$ cat src/rtl/pid_move_sequencer_if.sv
// Handshake bundle between cmd_proc, the move sequencer and the PID steering block.
// The master side issues move requests and heading samples. The slave side is the sequencer.
interface pid_move_sequencer_if;
    logic        move_go;
    logic        move_stop;
    logic        err_vld_in;
    logic [11:0] error_in;
    logic        moving;
    logic        err_vld;
    logic [9:0]  frwrd;
    logic        busy;
    logic        done;

    modport master (
        output move_go, move_stop, err_vld_in, error_in,
        input  moving, err_vld, frwrd, busy, done
    );

    modport slave (
        input  move_go, move_stop, err_vld_in, error_in,
        output moving, err_vld, frwrd, busy, done
    );
endinterface

$ cat src/rtl/pid_move_sequencer.sv
// Move sequencer: spin to align the heading, ramp forward speed up to a cap, cruise,
// then ramp down on stop. Forward speed changes by one step per valid heading sample.
module pid_move_sequencer #(
    parameter logic [9:0]  FRWRD_MAX = 10'h300,
    parameter logic [9:0]  INC       = 10'h010,
    parameter logic [9:0]  DEC       = 10'h020,
    parameter logic [11:0] ALIGN_THR = 12'd32
) (
    input  logic                 clk,
    input  logic                 rst,
    pid_move_sequencer_if.slave  bus
);

    typedef enum logic [2:0] {IDLE, ALIGN, RAMP_UP, CRUISE, RAMP_DN} state_t;

    state_t      state, state_nxt;
    logic [9:0]  frwrd_q, frwrd_nxt;
    logic        done_q, done_nxt;
    logic [12:0] err_mag;
    logic        aligned;
    logic [10:0] up_sum;
    logic [9:0]  up_val;
    logic [9:0]  dn_val;

    // The 13-bit magnitude keeps -2048 as +2048, so it can never count as aligned.
    assign err_mag = bus.error_in[11] ? (13'd0 - {1'b1, bus.error_in}) : {1'b0, bus.error_in};
    assign aligned = err_mag < {1'b0, ALIGN_THR};
    assign up_sum  = {1'b0, frwrd_q} + {1'b0, INC};
    assign up_val  = (up_sum >= {1'b0, FRWRD_MAX}) ? FRWRD_MAX : up_sum[9:0];
    assign dn_val  = (frwrd_q <= DEC) ? 10'd0 : frwrd_q - DEC;

    // NOTE: sequential state uses non-blocking assignments so all registers update together.
    always_ff @(posedge clk or posedge rst) begin
        if (rst) begin
            state   <= IDLE;
            frwrd_q <= 10'd0;
            done_q  <= 1'b0;
        end else begin
            state   <= state_nxt;
            frwrd_q <= frwrd_nxt;
            done_q  <= done_nxt;
        end
    end

    always_comb begin
        // NOTE: every variable gets a default first so no path through the case infers a latch.
        state_nxt = state;
        frwrd_nxt = frwrd_q;
        done_nxt  = 1'b0;
        case (state)
            IDLE: begin
                frwrd_nxt = 10'd0;
                if (bus.move_go) state_nxt = ALIGN;
            end
            ALIGN: begin
                frwrd_nxt = 10'd0;
                if (bus.move_stop)                    state_nxt = RAMP_DN;
                else if (bus.err_vld_in && aligned)   state_nxt = RAMP_UP;
            end
            RAMP_UP: begin
                if (bus.move_stop) begin
                    state_nxt = RAMP_DN;
                end else if (bus.err_vld_in) begin
                    frwrd_nxt = up_val;
                    if (up_val == FRWRD_MAX) state_nxt = CRUISE;
                end
            end
            CRUISE: begin
                frwrd_nxt = FRWRD_MAX;
                if (bus.move_stop) state_nxt = RAMP_DN;
            end
            RAMP_DN: begin
                if (frwrd_q == 10'd0) begin
                    state_nxt = IDLE;
                    done_nxt  = 1'b1;
                end else if (bus.err_vld_in) begin
                    frwrd_nxt = dn_val;
                end
            end
            default: begin
                state_nxt = IDLE;
                frwrd_nxt = 10'd0;
            end
        endcase
    end

    always_comb begin
        bus.moving  = (state != IDLE);
        bus.busy    = (state != IDLE);
        bus.err_vld = bus.err_vld_in && (state != IDLE);
        bus.frwrd   = frwrd_q;
        bus.done    = done_q;
    end

endmodule

$ cat src/flat_wrapper.sv
// flat-port wrapper written by rule: the top's interface ports become plain ports
module pid_move_sequencer_flat 
#(
    parameter logic [9:0]  FRWRD_MAX = 10'h300,
    parameter logic [9:0]  INC       = 10'h010,
    parameter logic [9:0]  DEC       = 10'h020,
    parameter logic [11:0] ALIGN_THR = 12'd32
)
  (clk, rst, bus_move_go, bus_move_stop, bus_err_vld_in, bus_error_in, bus_moving, bus_err_vld, bus_frwrd, bus_busy, bus_done);
  pid_move_sequencer_if bus_i ();
  input  logic clk;
  input  logic rst;
  input wire logic [$bits(bus_i.move_go)-1:0] bus_move_go;
  input wire logic [$bits(bus_i.move_stop)-1:0] bus_move_stop;
  input wire logic [$bits(bus_i.err_vld_in)-1:0] bus_err_vld_in;
  input wire logic [$bits(bus_i.error_in)-1:0] bus_error_in;
  output wire logic [$bits(bus_i.moving)-1:0] bus_moving;
  output wire logic [$bits(bus_i.err_vld)-1:0] bus_err_vld;
  output wire logic [$bits(bus_i.frwrd)-1:0] bus_frwrd;
  output wire logic [$bits(bus_i.busy)-1:0] bus_busy;
  output wire logic [$bits(bus_i.done)-1:0] bus_done;
  assign bus_i.move_go = bus_move_go;
  assign bus_i.move_stop = bus_move_stop;
  assign bus_i.err_vld_in = bus_err_vld_in;
  assign bus_i.error_in = bus_error_in;
  assign bus_moving = bus_i.moving;
  assign bus_err_vld = bus_i.err_vld;
  assign bus_frwrd = bus_i.frwrd;
  assign bus_busy = bus_i.busy;
  assign bus_done = bus_i.done;
  pid_move_sequencer #(.FRWRD_MAX(FRWRD_MAX), .INC(INC), .DEC(DEC), .ALIGN_THR(ALIGN_THR)) u_core (.clk(clk), .rst(rst), .bus(bus_i));
endmodule
$ cat config.mk
export PLATFORM = sky130hd
export DESIGN_NAME = pid_move_sequencer_flat
export DESIGN_NICKNAME = d
export VERILOG_FILES = /design/src/rtl/pid_move_sequencer_if.sv /design/src/rtl/pid_move_sequencer.sv /design/src/flat_wrapper.sv
export SDC_FILE = /design/constraint.sdc
export NUM_CORES = 1
export LEC_CHECK = 0
export ABC_AREA = 0
export BUFFER_PORTS_ARGS = -buffer_cell sky130_fd_sc_hd__buf_2
export CORE_ASPECT_RATIO = 0.8
export CORE_UTILIZATION = 55
export DETAILED_ROUTE_END_ITERATION = 10
export PLACE_DENSITY_LB_ADDON = 0.3
export SLEW_MARGIN = 10
export SYNTH_ARGS = -nofsm -noshare
export SYNTH_HDL_FRONTEND = slang
export SYNTH_SLANG_ARGS = --single-unit
$ cat constraint.sdc
create_clock -name clk -period 3.6 [get_ports clk]
set_input_delay 0.18 -clock clk [delete_from_list [all_inputs] [get_ports clk]]
set_output_delay 0.18 -clock clk [all_outputs]
set_load 0.005 [all_outputs]
After elaboration in Yosys (flattened, before gate mapping)

Cells that the tools add are included.

Input bits: 17
Bits in latches: 0
Bits in read-only memories: 0
Bits in writable memories: 0
Memories: 0
Register bits after elaboration: 14
Output and inout bits: 14

$mul: 0
Add/sub/neg operators: 3
Equal/unequal tests: 15
Bitwise operators: 0
$lt $le $gt $ge: 3
Muxes and demuxes: 19
Shift-type cells: 0
Div/mod/pow operators: 0
Reductions and logical operators: 7

Operators with widths:

| kind                                                                               | number |
|---|---|
| 10-bit 2-to-1 mux                                                                  | 6 |
| 10-bit case mux with 3 select lines                                                | 1 |
| 3-bit 2-to-1 mux                                                                   | 8 |
| 3-bit case mux with 5 select lines                                                 | 1 |
| 13-bit by 6-bit < comparator with 1-bit output (second input constant)             | 1 |
| 13-bit 2-to-1 mux                                                                  | 1 |
| 1-bit by 13-bit subtractor with 13-bit output (first input constant)               | 1 |
| 2-bit inequality test (second input constant)                                      | 6 |
| 10-bit by 5-bit adder with 11-bit output (second input constant)                   | 1 |
| 11-bit by 10-bit >= comparator with 1-bit output (second input constant)           | 1 |
| 10-bit equality test (second input constant)                                       | 1 |
| 10-bit by 6-bit less-or-equal comparator with 1-bit output (second input constant) | 1 |
| 10-bit zero test                                                                   | 1 |
| 10-bit by 6-bit subtractor with 10-bit output (second input constant)              | 1 |
| 3-bit by 2-bit equality test with 1-bit output (second input constant)             | 2 |
| 3-bit by 2-bit inequality test with 1-bit output (second input constant)           | 2 |
| 6-bit AND reduction                                                                | 1 |
| 4-bit AND reduction                                                                | 1 |
| 3-bit by 1-bit equality test with 1-bit output (second input constant)             | 1 |
| 3-bit equality test (second input constant)                                        | 1 |
| 3-bit zero test                                                                    | 1 |
| 3-bit inequality test (second input constant)                                      | 1 |
| 3-bit nonzero test                                                                 | 1 |
| 1-bit logical AND                                                                  | 2 |
| 2 further kinds                                                                    | 3 |

Depth between registers and ports, before layout

Depth after elaboration: 8
Gate-level depth with buffers: 6
Depth with buffers taken out: 6

Worst setup path before layout

OpenSTA, ideal clock, no wires.

Path type: reg-to-reg
Start: register u_core.frwrd_q[6], in the netlist u_core.bus.frwrd[6]
End: register u_core.state[0]
Arrival: 1816 ps
Path buffers: 0
Setup slack: 1656 ps
Cell stages (with the launch flop): 7
Clock period less this slack: 1944 ps
Path through: dfrtp_1 -> ha_1 -> and3_1 -> mux2_2 -> a21oi_2 -> a221oi_1 -> mux2_1

Longest elaborated chain between the ends: 6

RTL lines:

| item                                                              | RTL line                 | text |
|---|---|---|
| start, declared                                                   | pid_move_sequencer.sv:17 | `logic [9:0] frwrd_q, frwrd_nxt;` |
| start signal, assigned                                            | pid_move_sequencer.sv:40 | `frwrd_q <= frwrd_nxt;` |
| 10-bit by 5-bit adder with 11-bit output                          | pid_move_sequencer.sv:28 | `assign up_sum = {1'b0, frwrd_q} + {1'b0, INC};` |
| 11-bit by 10-bit >= comparator with 1-bit output                  | pid_move_sequencer.sv:29 | `assign up_val = (up_sum >= {1'b0, FRWRD_MAX}) ? FRWRD_MAX : up_sum[9:0];` |
| 10-bit 2-to-1 mux                                                 | pid_move_sequencer.sv:29 |  |
| 10-bit equality test                                              | pid_move_sequencer.sv:65 | `if (up_val == FRWRD_MAX) state_nxt = CRUISE;` |
| 3-bit by 2-bit inequality test with 1-bit output (no source line) | --                       |  |
| 6-bit AND reduction (no source line) (*)                          | --                       |  |
| end signal, assigned                                              | pid_move_sequencer.sv:39 | `state <= state_nxt;` |
| end, declared                                                     | pid_move_sequencer.sv:16 | `state_t state, state_nxt;` |

Mark *: on every way between the ends. The rest lies on a longest branch, timed or not.
A chain may end at the register's enable or synchronous reset.

Worst setup path after layout

Same ends and word-level chain as after synthesis.

==> metrics.yaml <==
worst_pin_slew_ns: 0.553
worst_setup_path_start_kind: "flip-flop"
required_ns: 3.78
ir_worst_vdd_uv: 353
slowest_delay_ns: 0.50
synth-edff-count: 0
fin_ws_ns: 1.38
cts_tree: "yes"
synth_nets: 160
status: "finished, final reports clean"
max_slew_margin_pct: 63.1
yosysWarnings: 0
overflow: 0
first_iter_violations: 87
crit_type: "reg2reg"
cts_buffers: 3
cts_root_buf: "clkbuf_4"
synth_area_leaders: "dfrtp_1, ha_1, nor2_1"
power_density_nw_per_um2: 391
avgRoutedWirePerCell_um: 15.9
routed_wl_um: 3000
nets: 188
first_global_vias: 1115
grt_pass1_wl_um: 4970
netlist_area_um2: 1180
drc_errors: 0
clk_latency_ns: 0.29
port_buffers: 30
slew_viol_final: 0
p_leak_uw: 0.000630
fp.coreArea_um2: 1940
crit_fanout: 9
skew_ns: 0.00458
die_height_um: 43.4
die_area_um2: 2340
synthFlopType: "dfrtp_1"
htreeDepth: 1
drive_above_1_share_pct: 24.2
cpMaxStageDelayCell: "dfrtp_1"
die_w_um: 53.8
vias: 1227
antenna_cells: 0
synth_top_cell_by_area: "dfrtp_1"
period_share_pct: 61.6
synth-seq-area-share_pct: 29.7
start_util_pct: 60.7
place_congestion: 0.975
utilization_pct: 70.1
hold_viol_final: 0
setup-tns-final_ns: 0
fmax_mhz: 451
synth_cell_types: 48
viasPerCell: 6.49
worst_ep_arrival_time_ns: 2.40
antenna_left: 0
groute.usage.overall_pct: 29.5
ys_ff_latch: 14
hold_path_class: "in2reg"
pin_count: 31
drt_first_pass_iters: 5
path_clk_slew_ns: 0.09
synth.avg_cell_area_um2: 8.55
synth_top_area_share_pct: 29.7
antenna_found_initial: 0
clockBufferDepth: 2
dp_hpwl_um: 2180
critPathCaptureType: "flip-flop"
finalSetupViolCount: 0
cp_cell_sequence: "ha_1, and3_1, mux2_2, a21oi_2, a221oi_1, mux2_1"
drv_cap: 0
period_needed_ns: 2.22
postCtsSetupRepairBufs: 0
rows: 14
clock_sink_count: 14
place_ws_ns: 1.49
synth_cells: 138
grt_max_degree: 16
synthArstFlopShare_pct: 100
rsz0062_at_grt: "no"
synthToLayoutAreaGrowth_pct: 15.5
-- routing by layer --
metal	global-route usage, %	wire length (um)	vias up
met5	0	0	-
met4	8.95	58	0
met3	8.77	278	12
met2	46.2	1370	73
met1	38.7	1290	561
li1	-	-	581
-- repair_timing --
action	4_1_cts	5_1_grt
hold endpoints to repair	14	0
gates resized for setup	0	0
hold buffers	1	0
-- sequential cells by signal, summed over array words and instances (netlist names) --
register,count
u_core.bus.done,1
u_core.bus.frwrd,10
u_core.state,3
-- power by group --
part / total, uW / internal [uW] / switching [uW]
Sequential: 210 / 171 / 38.6
Combinational: 207 / 92.2 / 114
Clock: 117 / 61.7 / 55.7
Total: 533 / 325 / 209
-- stage by stage --
step	hold slack, ns	area (um^2)	cells	power [uW]
2_1_floorplan	0.0692	1180	138	366
3_3_place_gp	0.239	1320	184	404
3_5_place_dp	0.253	1320	184	411
4_1_cts	0.0935	1360	189	532
5_1_grt	0.0960	1360	189	575
6_report	0.0927	1360	189	533
-- cell usage in the layout, fill, tap and decap left out, types with 2 or more instances in the layout --
| master | n |
|---|---|
| nor2_1 | 12 |
| a22o_1 | 5 |
| and2_1 | 4 |
| clkbuf_4 | 3 |
| nand2_1 | 3 |
| and3_1 | 3 |
| dfrtp_1 | 14 |
| buf_2 | 30 |
| o31ai_1 | 2 |
| nor3_1 | 7 |
| o22ai_1 | 2 |
| nor2b_1 | 7 |
| mux2_1 | 2 |
| nand4_1 | 4 |
| nand3_1 | 4 |
| a31oi_1 | 3 |
| nor3b_1 | 3 |
| nor4_1 | 2 |
| inv_1 | 6 |
| a21oi_1 | 7 |
| ha_1 | 5 |
| nand2b_1 | 3 |
| o21ai_0 | 7 |
| a21o_1 | 2 |
| o211ai_1 | 2 |
-- worst paths after layout --
| kind | end | depth (start not counted) | start | slack [ns] |
|---|---|---|---|---|
| max in group asynchronous | u_core.bus.frwrd[6] | 3 | rst | 2.75 |
| hold reg to reg | u_core.bus.frwrd[2] | 1 | u_core.bus.frwrd[2] | 0.53 |
| min in group asynchronous | u_core.bus.done | 3 | rst | 0.49 |
| setup reg to reg | u_core.state[0] | 6 | u_core.bus.frwrd[6] | 1.38 |
| hold / removal | u_core.state[1] | 2 | bus_move_stop | 0.09 |
| setup / recovery | u_core.state[0] | 6 | u_core.bus.frwrd[6] | 1.38 |
-- cell usage after synthesis (2+ instances only) --
cell type and instances:
nor2b_1 7, ha_1 5, a21oi_1 7, and2_1 4
nand2b_1 3, o211ai_1 2, nand2_1 3, o22ai_1 2
clkbuf_1 4, nor2_1 12, nor3b_1 3, nand3_1 4
nor3_1 7, o31ai_1 2, nor4_1 2, o21ai_0 7
buf_2 2, inv_1 6, nand4_1 4, a22o_1 5
a31oi_1 3, dfrtp_1 14, and3_1 3, a21o_1 2
mux2_1 2
-- worst max-delay path: cells and delay by family, from the launching register on --
family	cells	cell delay [ns]
adders and majority gates	1	0.26
muxes	2	0.70
DFF	1	0.50
and+or+nand+nor	1	0.25
AOI/OAI and AO/OA	2	0.39
-- layout make-up --
type | instances | area, um^2
fill | 153 | 582
timing repair buffer | 31 | 160
clock buffer | 4 | 36.3
tap | 24 | 30.0
sequential | 14 | 350
multi-input combinational | 110 | 763
inverter | 6 | 22.5
-- logic make-up (layout without fill, tap and decap cells) --
kind of cell	count (synthesis)	after routing	share of synthesized area [%]
adders and majority gates	5	5	5.30
and+or+nand+nor	58	58	28.4
muxes	4	4	3.71
DFF	14	14	29.7
AOI/OAI and AO/OA	43	43	27.3
buffers and inverters	14	41	5.62
Power figures use the tool's default switching activity.
